File: src/rtl/cpu_io_pkg.sv
// Shared encodings for the CPU output-register UART path.
package cpu_io_pkg;

    typedef enum logic [1:0] {
        ST_IDLE  = 2'd0,
        ST_START = 2'd1,
        ST_DATA  = 2'd2,
        ST_STOP  = 2'd3
    } uart_state_t;

    localparam int UART_FRAME_BITS = 10;
    localparam int UART_DATA_BITS  = UART_FRAME_BITS - 2;

endpackage

File: src/rtl/uart_byte_tx.sv
// Serialises one byte as an 8N1 frame; tx is registered and lags the state by one cycle.
//   state    | meaning
//   ST_IDLE  | line high, waiting for load
//   ST_START | start bit (low)
//   ST_DATA  | data bits, LSB first
//   ST_STOP  | stop bit (high); load at its last cycle chains the next byte with no gap
module uart_byte_tx
    import cpu_io_pkg::*;
#(
    parameter int CLKS_PER_BIT = 16
) (
    input  logic       clk,
    input  logic       reset,
    input  logic       load,
    input  logic [7:0] byte_data,
    output logic       tx,
    output logic       done,
    output logic       idle
);

    localparam int            CW       = (CLKS_PER_BIT > 1) ? $clog2(CLKS_PER_BIT) : 1;
    localparam logic [CW-1:0] CNT_LAST = CW'(CLKS_PER_BIT - 1);
    localparam logic [2:0]    BIT_LAST = 3'(UART_DATA_BITS - 1);

    uart_state_t   state, state_nx;
    logic [CW-1:0] cnt, cnt_nx;
    logic [2:0]    bit_idx, bit_idx_nx;
    logic [7:0]    shift, shift_nx;
    logic          bit_end;

    assign bit_end = (cnt == CNT_LAST);
    assign idle    = (state == ST_IDLE);

    always_comb begin
        state_nx   = state;
        cnt_nx     = cnt + 1'b1;
        bit_idx_nx = bit_idx;
        shift_nx   = shift;
        done       = 1'b0;
        case (state)
            ST_IDLE: begin
                cnt_nx = '0;
                if (load) begin
                    state_nx = ST_START;
                    shift_nx = byte_data;
                end
            end
            ST_START: begin
                if (bit_end) begin
                    state_nx   = ST_DATA;
                    cnt_nx     = '0;
                    bit_idx_nx = '0;
                end
            end
            ST_DATA: begin
                if (bit_end) begin
                    cnt_nx   = '0;
                    shift_nx = {1'b0, shift[7:1]};
                    if (bit_idx == BIT_LAST) begin
                        state_nx = ST_STOP;
                    end else begin
                        bit_idx_nx = bit_idx + 3'd1;
                    end
                end
            end
            ST_STOP: begin
                if (bit_end) begin
                    done   = 1'b1;
                    cnt_nx = '0;
                    if (load) begin
                        state_nx = ST_START;
                        shift_nx = byte_data;
                    end else begin
                        state_nx = ST_IDLE;
                    end
                end
            end
            default: state_nx = ST_IDLE;
        endcase
    end

    always_ff @(posedge clk) begin
        if (reset) begin
            state   <= ST_IDLE;
            cnt     <= '0;
            bit_idx <= '0;
            shift   <= '0;
            tx      <= 1'b1;
        end else begin
            state   <= state_nx;
            cnt     <= cnt_nx;
            bit_idx <= bit_idx_nx;
            shift   <= shift_nx;
            tx      <= (state == ST_START) ? 1'b0 :
                       (state == ST_DATA)  ? shift[0] : 1'b1;
        end
    end

endmodule

File: src/rtl/output_uart_tx.sv
// Buffers CPU output-register words in a small FIFO and sends each as two UART bytes,
// high byte first.
module output_uart_tx
    import cpu_io_pkg::*;
#(
    parameter int CLKS_PER_BIT = 16,
    parameter int FIFO_DEPTH   = 4
) (
    input  logic        clk,
    input  logic        reset,
    input  logic        wr_valid,
    input  logic [15:0] wr_data,
    output logic        full,
    output logic        empty,
    output logic        busy,
    output logic        overflow_err,
    output logic        tx
);

    localparam int          PW        = $clog2(FIFO_DEPTH);
    localparam logic [PW:0] DEPTH_CNT = (PW + 1)'(FIFO_DEPTH);

    logic [15:0]   mem [FIFO_DEPTH];
    logic [PW-1:0] wr_ptr, rd_ptr;
    logic [PW:0]   count;
    logic [7:0]    low_byte, load_byte;
    logic          byte_sel;
    logic          push, pop, load, done, idle;

    assign full  = (count == DEPTH_CNT);
    assign empty = (count == '0);
    assign busy  = !idle;

    // full is the registered value, so a pop in the same cycle cannot free room for a push
    assign push      = wr_valid && !full;
    assign pop       = idle && !empty;
    assign load      = pop || (done && !byte_sel);
    assign load_byte = pop ? mem[rd_ptr][15:8] : low_byte;

    always_ff @(posedge clk) begin
        if (push) begin
            mem[wr_ptr] <= wr_data;
        end
    end

    always_ff @(posedge clk) begin
        if (reset) begin
            wr_ptr       <= '0;
            rd_ptr       <= '0;
            count        <= '0;
            low_byte     <= '0;
            byte_sel     <= 1'b0;
            overflow_err <= 1'b0;
        end else begin
            if (push) begin
                wr_ptr <= wr_ptr + 1'b1;
            end
            if (pop) begin
                rd_ptr   <= rd_ptr + 1'b1;
                low_byte <= mem[rd_ptr][7:0];
                byte_sel <= 1'b0;
            end
            if (done && !byte_sel) begin
                byte_sel <= 1'b1;
            end
            case ({push, pop})
                2'b10:   count <= count + 1'b1;
                2'b01:   count <= count - 1'b1;
                default: count <= count;
            endcase
            if (wr_valid && full) begin
                overflow_err <= 1'b1;
            end
        end
    end

    uart_byte_tx #(
        .CLKS_PER_BIT(CLKS_PER_BIT)
    ) u_byte_tx (
        .clk      (clk),
        .reset    (reset),
        .load     (load),
        .byte_data(load_byte),
        .tx       (tx),
        .done     (done),
        .idle     (idle)
    );

endmodule

File: config.mk
export PLATFORM = sky130hd
export DESIGN_NAME = output_uart_tx
export DESIGN_NICKNAME = d
export VERILOG_FILES = /design/src/rtl/cpu_io_pkg.sv /design/src/rtl/uart_byte_tx.sv /design/src/rtl/output_uart_tx.sv
export SDC_FILE = /design/constraint.sdc
export NUM_CORES = 1
export LEC_CHECK = 0
export ABC_AREA = 1
export CORE_ASPECT_RATIO = 1.5
export CORE_UTILIZATION = 60
export CTS_CLUSTER_DIAMETER = 80
export CTS_CLUSTER_SIZE = 16
export DETAILED_ROUTE_END_ITERATION = 8
export PLACE_DENSITY_LB_ADDON = 0.12
export SETUP_SLACK_MARGIN = 0.5
export SYNTH_ARGS = -nofsm -noshare
export SYNTH_HDL_FRONTEND = slang
export SYNTH_SLANG_ARGS = --single-unit
File: constraint.sdc
create_clock -name clk -period 3.14 [get_ports clk]
set_input_delay 0.471 -clock clk [delete_from_list [all_inputs] [get_ports clk]]
set_output_delay 0.471 -clock clk [all_outputs]
set_load 0.1 [all_outputs]
After elaboration in Yosys (flattened, before gate mapping)
Memory sizes are Yosys's and may differ from the RTL's. A register that Yosys moved wholly into a read port is not among the register bits.
Cells that the tools add are included.
{ "totals": {"ram_bits": 64, "inputBits": 19, "memories": 1, "ff_bits": 35, "word_cells": 80, "output_inout_bits": 5} }
{ "mem_list": {"columns": ["name", "words", "word_bits", "read_ports", "rd_ports_with_merged_regs", "wr", "line", "text"], "rows": [
  ["mem", 4, 16, 1, 1, 1, "output_uart_tx.sv:23", "logic [15:0] mem [FIFO_DEPTH];"]
]} }
{ "op_classes": {"n_addsub": 6, "mux": 29, "n_eq_ne": 14, "reduce_logical": 19} }
{ "ops": {"columns": ["cell", "n"], "rows": [
  ["8-bit two-way mux", 4],
  ["8-bit case mux with 3 select lines", 1],
  ["2-bit two-way mux", 7],
  ["3-bit case mux with 2 select lines", 2],
  ["1-bit two-way mux", 9],
  ["3-bit two-way mux", 3],
  ["2-bit by 1-bit != test with 1-bit output, second input constant", 4],
  ["2-bit case mux with 4 select lines", 1],
  ["4-bit case mux with 2 select lines", 1],
  ["3-bit by 1-bit adder with 3-bit output, second input constant", 2],
  ["2-bit equality test, second input constant", 3],
  ["3-bit equality test, second input constant", 2],
  ["2-bit nonzero test", 3],
  ["5-bit AND reduction", 1],
  ["2-bit by 1-bit adder with 2-bit output, second input constant", 2],
  ["4-bit by 1-bit adder with 4-bit output, second input constant", 1],
  ["2-bit by 1-bit equality test with 1-bit output, second input constant", 2],
  ["4-bit equality test, second input constant", 1],
  ["1-bit logical AND", 4],
  ["1-bit zero test", 4],
  ["4-bit two-way mux", 1],
  ["2-bit != test, second input constant", 2],
  ["4-bit AND reduction", 1],
  ["3-bit zero test", 1],
  ["6 further kinds", 6]
]} }

Logic depth before layout (Yosys ltp)
Gate-level depths: netlist of run 1.
{ "depth": {"word_depth": 8, "mapped_depth": 12, "mapped_depth_nobuf": 11} }

Hierarchy
A second synthesis of run 1 with hierarchy kept.
{ "unflattened": {"hier_cells": 481, "hier_area_um2": 4509.3} }
{ "by_module_without_submodules": {"columns": ["module", "instances", "area_per_inst_um2", "seq_area_each_um2", "cells_each"], "rows": [
  ["output_uart_tx", 1, 3509.6, 2302.2, 335],
  ["uart_byte_tx", 1, 999.7, 360.3, 146]
]} }

Worst setup path before layout of run 1
OpenSTA, ideal clock, no wires.
{ "synth_timing": {"path_kind": "reg-to-reg", "startpoint": "register u_byte_tx.state[0]", "endpoint": "register count[2]", "setup_slack_ps": 1066, "arrival_ps": 1952, "setup_time_ps": 122, "required_ps": 3018, "n_path_buf": 1, "path_stages_with_launch": 13, "synth_period_minus_slack_ps": 2074, "path_cell_list": "dfxtp_1 inv_1 ha_1 nand2_1 inv_2 buf_2 ha_1 inv_1 fa_1 a21oi_1 o21ai_0 o21ai_0 a21oi_1"} }
{ "synth_via": {"elab_chain_cells": 4, "word_cells_on_any_way": 6, "cone_classes": "eq/ne: 2; mux: 1; reduce/logical: 3"} }
{ "synth_lines": {"columns": ["element", "line", "text"], "rows": [
  ["start, declared", "uart_byte_tx.sv:25", "uart_state_t state, state_nx;"],
  ["start signal, assigned", "uart_byte_tx.sv:90", "state <= state_nx;"],
  ["2-bit zero test *", "uart_byte_tx.sv:32", "assign idle = (state == ST_IDLE);"],
  ["1-bit logical AND *", "output_uart_tx.sv:36", "assign pop = idle && !empty;"],
  ["2-bit by 1-bit equality test with 1-bit output or 2-bit equality test (tied branches)", "output_uart_tx.sv:66", "case ({push, pop})"],
  ["3-bit case mux with 2 select lines or 2-bit nonzero test (tied branches)", null, null],
  ["end signal, assigned", "output_uart_tx.sv:67", "2'b10: count <= count + 1'b1;"],
  ["end signal, assigned", "output_uart_tx.sv:68", "2'b01: count <= count - 1'b1;"],
  ["end signal, assigned", "output_uart_tx.sv:69", "default: count <= count;"],
  ["end, declared", "output_uart_tx.sv:25", "logic [PW:0] count;"]
]} }
Every way passes the cells marked *; elsewhere a longest branch is shown, timed or not.
A chain may end at the register's enable or synchronous reset.

Worst setup path after layout of run 1
Same ends and word-level chain as after synthesis.

==> impl_results.md, run 1 <==
* Status: finished with violations
* Failing checks: design-rule violations
* Worst r2r dst: count[2]$_SDFFE_PP0P_
* Routed Antenna Nets at 0
* Hold_buf cts at 0
* Tcrit/Tclk final at 0.753
* Max IR drop VDD at about 0.00071 V
* # fillers at 534
* Core area at between 6000 and 7000 um2
* Hold endpoint: u_byte_tx.cnt[0]$_SDFF_PP0_
* CP cell instances: inv_1 > ha_1 > nand2_2 > inv_6 > ha_1 > inv_1 > fa_1 > a21oi_1 > o21ai_0 > o21ai_0 > a21oi_1
* Critical path arrival at 2.62 ns
* Worst-skew pair later-pin latency at approximately 0.36 ns
* Total number of vias at around 3k
* Syn nets at just under 500
* Drt pass-1 iters at 7
* Yosys warnings at 0
* Share of layout cells above drive strength 1 at 0.0661
* First-pass GRT wire length at 13000 um
* DIE AREA at approximately 7600 um2
* Starting Density at 0.627
* Crit path max fanout at 22
* Max-cap violation count at 0
* Routed WL per cell at 13.6 um
* Gr usage total at 0.229
* H-Tree Depth at 3
* Total power at between 4000 and 5000 uW
* Yosys reg bits at ~100
* Hold path start: u_byte_tx.cnt[0]$_SDFF_PP0_
* CTS root buf: clkbuf_8
* Area delta synth->final at 11.5%
* Clock sinks at between 100 and 150
* Dpl ws at 0.550 ns
* CP peak stage delay at ~0.38 ns
* Crit path buf inv count at 3
* RSZ-0062 raised after global routing: no
* Seq/Total Area, Yosys at 0.616
* Most common cell after layout, fill and taps aside: nand2_1
* Avg Synthesized Cell Area at between 9 and 10 um2
* Slowest cell on crit path: fa_1
* Setup crit end kind: register
* Total grt overflow at 0
* Relative slew slack at 0.353
* CP Launch Type: register
* Vias in the first global route at ~3.0k
* Final hold violation count at 0
* Height of the chip at 106 um
* Power density cells at 901 nW/um2
* Vias per inst at roughly 5.3
* Port-buffer cells at 23
* Worst slew pin tran at between 0.9 and 1 ns
* Core Rows at 37
* Leakage Power at 0.00201 uW
* Gpl congestion at roughly 0.8
* DP HPWL at ~4900 um
* Finish-stage setup viols at 0
* DR DRC count at 1
* Clk slew on worst S/H paths at 0.09 ns
* Library cells used by synthesis at 23
* CTS tree: built
* Pins Over Slew Limit at 0
* Min-Delay Path Class: reg -> reg
* Worst R2R Start: u_byte_tx.state[0]$_SDFFE_PP0P_
* WHS Path Cells at 1
* Die width at 71.3 um
* Initial antenna violation count at 0
* Clk buf depth at 2
* Pin count of the biggest net entering global routing at 34
* Crit path required time at about 3.4 ns
* Clock skew at 0.00847 ns
* Total Wirelength at 7670 um
* Fmax achieved at roughly 0.42 GHz
* Nets at 512
* Top Family by Delay on Critical Path: adder cells
* Crit path kind: reg -> reg
* Most frequent cells in the layout: 111 x nand2_1, 64 x edfxtp_1, 61 x inv_1
* Drt first-iter violations at about 250
* Cell Area, Synth at 4320 um2
* Setup TNS at 0 ns
* IO Pins at 24
* Total CTS buffers at 9
* Synth Instances at 454
* Reg2Reg Depth at 11
* Diodes inserted at 0
* Period minus WS final at around 2.4 ns
* Worst R2R Setup Slack at 0.78 ns
* Final setup margin at 0.777 ns
per-stage QoR:
stage                     hold slack (ns)  utilization  cells  instance area (um2)
after global routing                0.484        0.699    562                 4820
final                               0.449        0.699    562                 4820
after floorplan                     0.418            -    454                 4320
after global placement              0.429        0.668    546                 4610
after detailed placement            0.440        0.668    546                 4610
after CTS                           0.453        0.697    562                 4810
cell type report:
| class | count | area [um2] | share of cell area |
|---|---|---|---|
| clock inverter | 6 | 77.6 | 0.0161 |
| multi-input combinational | 274 | 1340 | 0.278 |
| timing repair buffer | 30 | 273 | 0.0566 |
| inverter | 63 | 241 | 0.0501 |
| clock buffer | 10 | 128 | 0.0265 |
| tap | 78 | 97.6 | 0.0203 |
| sequential | 101 | 2660 | 0.553 |
per-layer routing:
layer / up-vias / track usage / part of all wire
met5: - / 0 / 0
met4: 0 / 0.153 / 0.029
met3: 19 / 0.0370 / 0.034
met2: 59 / 0.399 / 0.53
met1: 1374 / 0.255 / 0.41
li1: 1526 / - / -
worst max path at each step:
stage	start	endpoint	slack [ns]	cells past startpoint
after detailed placement	u_byte_tx.state[0]$_SDFFE_PP0P_	count[2]$_SDFFE_PP0P_	0.55	11
after global placement	u_byte_tx.state[0]$_SDFFE_PP0P_	count[2]$_SDFFE_PP0P_	0.66	11
after floorplan	u_byte_tx.state[0]$_SDFFE_PP0P_	count[2]$_SDFFE_PP0P_	1.07	12
after CTS	u_byte_tx.state[0]$_SDFFE_PP0P_	count[2]$_SDFFE_PP0P_	0.53	11
final	u_byte_tx.state[0]$_SDFFE_PP0P_	count[2]$_SDFFE_PP0P_	0.78	11
after global routing	u_byte_tx.state[0]$_SDFFE_PP0P_	count[2]$_SDFFE_PP0P_	0.52	11
cells by family (layout without fill, tap and decap cells):
logic type,Yosys count,in the layout,share of synthesized area
AOI/OAI and AO/OA,71,71,0.0889
adders and majority gates,14,14,0.0423
buffers and inverters,79,109,0.0747
DFF,101,101,0.616
and+or+nand+nor,189,189,0.178
synth_stat cells (all sizes together):
| master | count | area [um2] |
|---|---|---|
| a21oi | 35 | 186 |
| clkbuf | 3 | 11.3 |
| o21bai | 1 | 7.51 |
| nand2 | 113 | 432 |
| a31oi | 1 | 6.26 |
| edfxtp | 64 | 1920 |
| buf | 13 | 75.1 |
| o211a | 1 | 10.0 |
| nor2 | 44 | 170 |
| ha | 13 | 163 |
| o22ai | 7 | 43.8 |
| nand3 | 31 | 160 |
| inv | 63 | 236 |
| dfxtp | 37 | 741 |
| o21ai | 26 | 130 |
| nor3b | 1 | 7.51 |
| fa | 1 | 20.0 |
where the power goes:
group          leakage, uW  internal, uW  total (uW)  switching [uW]
clock network     0.000101           440         851             411
logic              0.00102           518        1770            1250
registers         0.000890          1650        1730            76.7
total              0.00201          2610        4340            1730
registers in the layout, indices dropped and copies added (netlist names), 3 cells and up, named ones only:
register           count
u_byte_tx.cnt          4
u_byte_tx.shift        8
u_byte_tx.bit_idx      3
count                  3
mem                   64
low_byte               8
timing repair:
item / 4_1_cts / 5_1_grt
setup endpoints to repair: 0 / 1
setup buffers: 0 / 0
gates resized for setup: 0 / 4
(Power assumes the default switching activity.)
==> run 2: changes to the inputs <==
--- a/config.mk
+++ b/config.mk
@@ -7,7 +7,7 @@
 export LEC_CHECK = 0
 export ABC_AREA = 1
 export CORE_ASPECT_RATIO = 1.5
-export CORE_UTILIZATION = 60
+export CORE_UTILIZATION = 59
 export CTS_CLUSTER_DIAMETER = 80
 export CTS_CLUSTER_SIZE = 16
 export DETAILED_ROUTE_END_ITERATION = 8
==> constraint.sdc (replaced) <==
create_clock -name clk -period 2.2 [get_ports clk]
set_input_delay 0.33 -clock clk [delete_from_list [all_inputs] [get_ports clk]]
set_output_delay 0.33 -clock clk [all_outputs]
set_load 0.1 [all_outputs]
==> run 2 against run 1 <==
  * The run now ends clean
  * Worst setup slack got worse by 0.32 ns
  * Die area rose by 1.7%
  * Core utilization rose by 2.5 points
  * Combinational power rose by 75%
  * Clock skew rose by 0.0021 ns
  * Fmax rose by 36%
  * Non-clock buffer count rose by 11
  * Sequential power rose by 44%
  * Register-to-register slack got worse by 0.32 ns
==> impl_results.md, run 2 (same netlist as run 1, synthesis figures left out) <==
* IO Pins at 24 (unchanged)
* Comb pwr share at 0.455 (+0.049)
* Leakage Power at 0.00209 uW (+3.9%)
* Reg2Reg Depth at 11 (unchanged)
* Hold path start: overflow_err$_SDFFE_PP0P_
* Most frequent cells in the layout: 106 x nand2_1, 64 x edfxtp_1, 58 x inv_1
* Pins Over Slew Limit at 0 (unchanged)
* Port-buffer cells at 23 (unchanged)
* Area delta synth->final at 17.1%
* Period minus WS final at 1.74 ns (-0.621 ns)
* Top Registers: mem x64, low_byte x8, u_byte_tx.shift x8
* Max IR drop VDD at 0.000772 V (+8.9%)
* Flop pwr share at 0.367 (-0.031)
* Slowest cell on crit path: dfxtp_4
* CTS root buf: clkbuf_8
* Max reg flops at 64 (unchanged)
* Total Wirelength at 8390 um (+9.4%)
* Worst slew pin tran at 0.521 ns (-0.447 ns)
* Tcrit/Tclk final at 0.792 (+0.0393)
* Drt first-iter violations at 205 (-18%)
* Area after DPL at 4700 um2 (+2.0%)
* Clock sinks at 101 (unchanged)
* CP Launch Type: register
* Footprint of the multi-input gates at 1440 um2 (+7.4%)
* Core area at 6990 um2 (+1.3%)
* Min-Delay Path Class: reg -> reg
* Most common cell after layout, fill and taps aside: nand2_1
* DP HPWL at 5450 um (+11%)
* Vias in the first global route at 2894 (-2.6%)
* Vias per inst at 5.16 (-2.6%)
* Height of the chip at 107 um (+0.83%)
* First-pass GRT wire length at 13100 um (+0.64%)
* Clock skew at 0.0106 ns (+0.00209 ns)
* CP peak stage delay at 0.37 ns (about the same)
* Relative slew slack at 0.653 (+0.300)
* Reg area at 2670 um2 (+0.33%)
* Hold endpoint: overflow_err$_SDFFE_PP0P_
* Clk buf depth at 2 (unchanged)
* Crit path required time at 2.46 ns (-0.93 ns)
* Critical path arrival at 2.00 ns (-0.62 ns)
* Share of layout cells above drive strength 1 at 0.137 (+0.0704)
* Fmax achieved at 0.574 GHz (+36%)
* CP cell instances: inv_4 > ha_4 > nand2_8 > inv_8 > ha_4 > inv_4 > fa_2 > a21oi_2 > o21ai_2 > o21ai_1 > a21oi_1
* WHS Path Cells at 2 (+1)
* Worst-skew pair later-pin latency at 0.36 ns (about the same)
* # fillers at 527 (-1.3%)
* Total grt overflow at 0 (unchanged)
* Max-cap violation count at 0 (unchanged)
* CTS tree: built
* Diodes inserted at 0 (unchanged)
* Design area at 5060 um2 (+5.0%)
* Gr usage total at 0.234 (+0.00423)
* Starting Density at 0.618 (-0.00830)
* Total CTS buffers at 9 (unchanged)
* Final hold violation count at 0 (unchanged)
* Status: finished clean
* Switching share of power at 0.403 (+0.00366)
* Initial antenna violation count at 0 (unchanged)
* Switching pwr at 2730 uW (+58%)
* Internal power at 4050 uW (+55%)
* Drt pass-1 iters at 4 (-3)
* Routed WL per cell at 14.1 um (+3.3%)
* Worst r2r dst: count[2]$_SDFFE_PP0P_
* Worst R2R Start: u_byte_tx.state[1]$_SDFFE_PP0P_
* Crit path max fanout at 3 (-86%)
* Clk slew on worst S/H paths at 0.09 ns (about the same)
* DIE AREA at 7680 um2 (+1.7%)
* Routed Antenna Nets at 0 (unchanged)
* Finish-stage setup viols at 0 (unchanged)
* Largest Register: mem
* Clk network pwr share at 0.178 (-0.018)
* Power density cells at 1340 nW/um2 (+49%)
* Worst R2R Setup Slack at 0.46 ns (-0.32 ns)
* Core Rows at 37 (unchanged)
* Gpl congestion at 0.833 (+3.9%)
* RSZ-0062 raised after global routing: yes
* Setup TNS at 0 ns (unchanged)
* Crit path kind: reg -> reg
* Nets at 526 (+2.7%)
* Hold_buf cts at 0 (unchanged)
* Total number of vias at 3072 (+3.2%)
* Setup crit end kind: register
* Die width at 71.9 um (+0.82%)
* Pin count of the biggest net entering global routing at 33 (-2.9%)
* H-Tree Depth at 3 (unchanged)
* DR DRC count at 0 (-1)
[run 2: cell types whose count changed in the layout (fill, tap and decap cells not counted), sizes merged]
cell / previous run / this run
a21oi: 35 / 36
clkdlybuf4s50: 19 / 18
nand2: 113 / 114
buf: 11 / 23
inv: 63 / 64
[run 2: worst max-delay path by stage]
stage	from	endpoint	depth (start not counted)
floorplan	u_byte_tx.state[0]$_SDFFE_PP0P_	count[1]$_SDFFE_PP0P_	11
global placement	wr_valid	count[2]$_SDFFE_PP0P_	9
detailed placement	u_byte_tx.state[0]$_SDFFE_PP0P_	count[1]$_SDFFE_PP0P_	10
CTS	u_byte_tx.state[1]$_SDFFE_PP0P_	count[1]$_SDFFE_PP0P_	10
global route	u_byte_tx.state[0]$_SDFFE_PP0P_	count[2]$_SDFFE_PP0P_	11
finish	u_byte_tx.state[1]$_SDFFE_PP0P_	count[2]$_SDFFE_PP0P_	11
[run 2: power by group through the flow]
stage	clock, uW	sequential [uW]	combinational (uW)
6_report	1210	2490	3090
5_1_grt	1310	2520	3390
4_1_cts	1240	2490	2830
3_5_place_dp	0	2530	2630
3_3_place_gp	0	2510	2550
2_1_floorplan	0	2570	2030
[run 2: routing by layer]
| metal | up-vias | GRT usage | wire length, um |
|---|---|---|---|
| met4 | 0 | 0.118 | 201 |
| met5 | - | 0 | 0 |
| met3 | 16 | 0.0498 | 275 |
| li1 | 1561 | - | - |
| met2 | 62 | 0.429 | 4660 |
| met1 | 1433 | 0.247 | 3250 |
[run 2: repair_timing]
action,4_1_cts,5_1_grt
gates cloned,1,2
resized for setup,11,14
endpoints found under the setup margin,2,13
pin swaps,2,7
setup buffers,5,2
[run 2: area by class of cell]
cell class | count | area share
well taps | 97 | 0.0240
multi-input cells | 276 | 0.284
inverters | 63 | 0.0497
clock inverters | 6 | 0.0153
flip-flops and latches | 101 | 0.528
repair buffers | 41 | 0.0722
clock buffers | 10 | 0.0252
repair inverters | 1 | 0.00124
[run 2: critical path: cells and delay by family (launching register included)]
kind            cells  cell delay, ns
compound gates      4            0.39
fa+ha+maj           3            0.63
flops               1            0.37
buf+inv             3            0.17
simple gates        1            0.07
[run 2: per-stage QoR]
stage                     utilization  hold WS (ns)  total power [uW]  setup slack [ns]  instances
after floorplan                     -         0.392              4600             0.449        454
after global placement          0.672         0.432              5060             0.311        569
after detailed placement        0.672         0.450              5160             0.266        569
after CTS                       0.713         0.463              6560             0.501        591
after global routing            0.724         0.484              7230             0.343        595
final                           0.724         0.457              6780             0.458        595
==> run 3: changes to the inputs <==
==> constraint.sdc (replaced) <==
create_clock -name clk -period 1.65 [get_ports clk]
set_input_delay 0.2475 -clock clk [delete_from_list [all_inputs] [get_ports clk]]
set_output_delay 0.2475 -clock clk [all_outputs]
set_load 0.1 [all_outputs]
==> run 3 against run 2 <==
  * The run now ends with negative setup slack left
  * Flip-flop and latch count did not move
  * Clock-buffer cell count is 1 lower
  * Largest power group unchanged
  * Sequential share of layout area shrank 6.5 points
  * Via count grew 8.1%
  * Critical path type unchanged
  * Final area increased by 14%
  * Register-to-register slack got worse by 0.49 ns
  * Core utilization increased by 10 points
  * Global-route usage grew 4.4 points
  * Clock skew is 0.0020 ns lower
  * Power grew 56%
  * Sequential power grew 36%
==> impl_results.md, run 3 (same netlist as run 1, synthesis figures left out) <==
* Flop pwr share at 0.321 (-0.046)
* H-Tree Depth at 3 (unchanged)
* Crit path kind: reg -> reg
* Total number of vias at 3320 (+8.1%)
* Fmax achieved at 0.594 GHz (+3.4%)
* DIE AREA at 7680 um2 (unchanged)
* Pins Over Slew Limit at 0 (unchanged)
* Clk slew on worst S/H paths at 0.10 ns (about the same)
* Worst R2R Start: count[1]$_SDFFE_PP0P_
* CP cell instances: nor2_4 > nand2_2 > nand2_4 > ha_4 > inv_2 > fa_2 > a21oi_2 > o21ai_2 > o21ai_1 > a21oi_1
* WHS Path Cells at 2 (unchanged)
* Internal power at 6240 uW (+54%)
* Worst slew pin tran at 0.277 ns (-0.243 ns)
* Footprint of the multi-input gates at 1650 um2 (+15%)
* Initial antenna violation count at 0 (unchanged)
* Port-buffer cells at 23 (unchanged)
* Clk network pwr share at 0.133 (-0.045)
* Status: finished with violations
* Clock sinks at 101 (unchanged)
* Worst-skew pair later-pin latency at 0.36 ns (about the same)
* Area delta synth->final at 33.9%
* Total grt overflow at 0 (unchanged)
* Routed Antenna Nets at 0 (unchanged)
* Core area at 6990 um2 (unchanged)
* Design area at 5790 um2 (+14%)
* Max reg flops at 64 (unchanged)
* Most common cell after layout, fill and taps aside: nand2_1
* Crit path max fanout at 3 (unchanged)
* DR DRC count at 0 (unchanged)
* Starting Density at 0.618 (unchanged)
* Min-Delay Path Class: reg -> reg
* Clock skew at 0.00854 ns (-0.00202 ns)
* CTS root buf: clkbuf_8
* Area after DPL at 4940 um2 (+5.1%)
* First-pass GRT wire length at 15600 um (+19%)
* Total power at 10600 uW (+56%)
* Crit path required time at 1.91 ns (-0.55 ns)
* CP peak stage delay at 0.36 ns (about the same)
* RSZ-0062 raised after global routing: yes
* Hold_buf cts at 0 (unchanged)
* CP Launch Type: register
* Setup TNS at -0.0385 ns (-0.0385 ns)
* Vias per inst at 5.32 (+3.1%)
* Die width at 71.9 um (unchanged)
* Total CTS buffers at 9 (unchanged)
* Nets at 555 (+5.5%)
* Comb pwr share at 0.547 (+0.092)
* Hold endpoint: u_byte_tx.bit_idx[1]$_SDFFE_PP0P_
* Routed WL per cell at 16.0 um (+13%)
* Reg2Reg Depth at 10 (-1)
* Hold path start: u_byte_tx.bit_idx[1]$_SDFFE_PP0P_
* Finish-stage setup viols at 2 (+2)
* Leakage Power at 0.00235 uW (+13%)
* Top Registers: mem x64, low_byte x8, u_byte_tx.shift x8
* Reg area at 2680 um2 (+0.23%)
* Placed cell count at 583 (+2.5%)
* # fillers at 379 (-28%)
* Setup crit end kind: register
* Drt first-iter violations at 178 (-13%)
* Source of the critical timing path: count[1]$_SDFFE_PP0P_
* Final hold violation count at 0 (unchanged)
* Failing checks: negative setup slack
* Power density cells at 1830 nW/um2 (+36%)
* Total Wirelength at 9970 um (+19%)
* Worst r2r dst: count[2]$_SDFFE_PP0P_
* Switching share of power at 0.409 (+0.00636)
* Slowest cell on crit path: dfxtp_2
* Dpl ws at -0.177 ns (-0.444 ns)
* Most frequent cells in the layout: 96 x nand2_1, 64 x edfxtp_1, 53 x inv_1
* Post-Layout Cell Count at 624 (+4.9%)
* Max IR drop VDD at 0.00106 V (+37%)
* Diodes inserted at 0 (unchanged)
* Worst R2R Setup Slack at -0.03 ns (-0.49 ns)
* Gpl congestion at 0.751 (-9.9%)
* Largest Register: mem
* Relative slew slack at 0.815 (+0.162)
* Period minus WS final at 1.68 ns (-0.0576 ns)
* Vias in the first global route at 3445 (+19%)
* Final setup margin at -0.0346 ns (-0.492 ns)
* CTS tree: built
* Gr usage total at 0.278 (+0.0445)
* IO Pins at 24 (unchanged)
* Pin count of the biggest net entering global routing at 32 (-3.0%)
* Share of layout cells above drive strength 1 at 0.275 (+0.139)
* Tcrit/Tclk final at 1.02 (+0.229)
* DP HPWL at 5420 um (-0.54%)
* Clk buf depth at 2 (unchanged)
* Max-cap violation count at 0 (unchanged)
* Core Rows at 37 (unchanged)
* Drt pass-1 iters at 4 (unchanged)
* Critical path arrival at 1.95 ns (-0.05 ns)
* Switching pwr at 4320 uW (+58%)
* Height of the chip at 107 um (unchanged)
==> run 3: worst max-delay path: cells and delay by family, from the launching register on <==
family / cells / cell delay [ns]
buf+inv: 1 / 0.04
simple gates: 3 / 0.31
compound gates: 4 / 0.39
flops: 1 / 0.36
fa+ha+maj: 2 / 0.47
==> run 3: area by class of cell <==
class / instances / area share
clock buffer: 9 / 0.0214
clock inverter: 7 / 0.00843
inverter: 63 / 0.0432
multi-input combinational: 276 / 0.286
sequential: 101 / 0.463
tap: 97 / 0.0210
timing repair buffer: 71 / 0.157
==> run 3: worst max path at each step <==
stage / endpoint / slack (ns) / depth (start not counted)
floorplan: count[1]$_SDFFE_PP0P_ / -0.1 / 11
global placement: count[2]$_SDFFE_PP0P_ / -0.13 / 9
detailed placement: count[2]$_SDFFE_PP0P_ / -0.18 / 9
CTS: count[2]$_SDFFE_PP0P_ / 0.02 / 11
global route: count[2]$_SDFFE_PP0P_ / -0.11 / 10
finish: count[2]$_SDFFE_PP0P_ / -0.03 / 10
==> run 3: power groups by stage <==
| stage | clock [uW] | sequential, uW | combinational (uW) |
|---|---|---|---|
| floorplan | 0 | 3430 | 2740 |
| finish | 1400 | 3390 | 5780 |
| global placement | 0 | 3350 | 3920 |
| CTS | 1420 | 3370 | 5400 |
| global route | 1510 | 3430 | 6230 |
| detailed placement | 0 | 3370 | 4010 |
==> run 3: layer usage <==
metal,up-vias,track usage,share of wire
met1,1577,0.284,0.35
met3,26,0.0470,0.043
met5,-,0,0
met2,92,0.521,0.57
met4,0,0.157,0.035
li1,1625,-,-
==> run 3: repair_timing <==
item                       in CTS  in global routing
setup buffers                  13                  3
cloned                          9                  0
gates resized for setup        81                 19
pin swaps                      16                  6
setup endpoints to repair     102                106
==> run 3: stage by stage <==
stage / utilization / hold slack [ns]
after floorplan: - / 0.309
after global placement: 0.706 / 0.430
after detailed placement: 0.706 / 0.459
after CTS: 0.813 / 0.478
after global routing: 0.828 / 0.499
final: 0.828 / 0.478
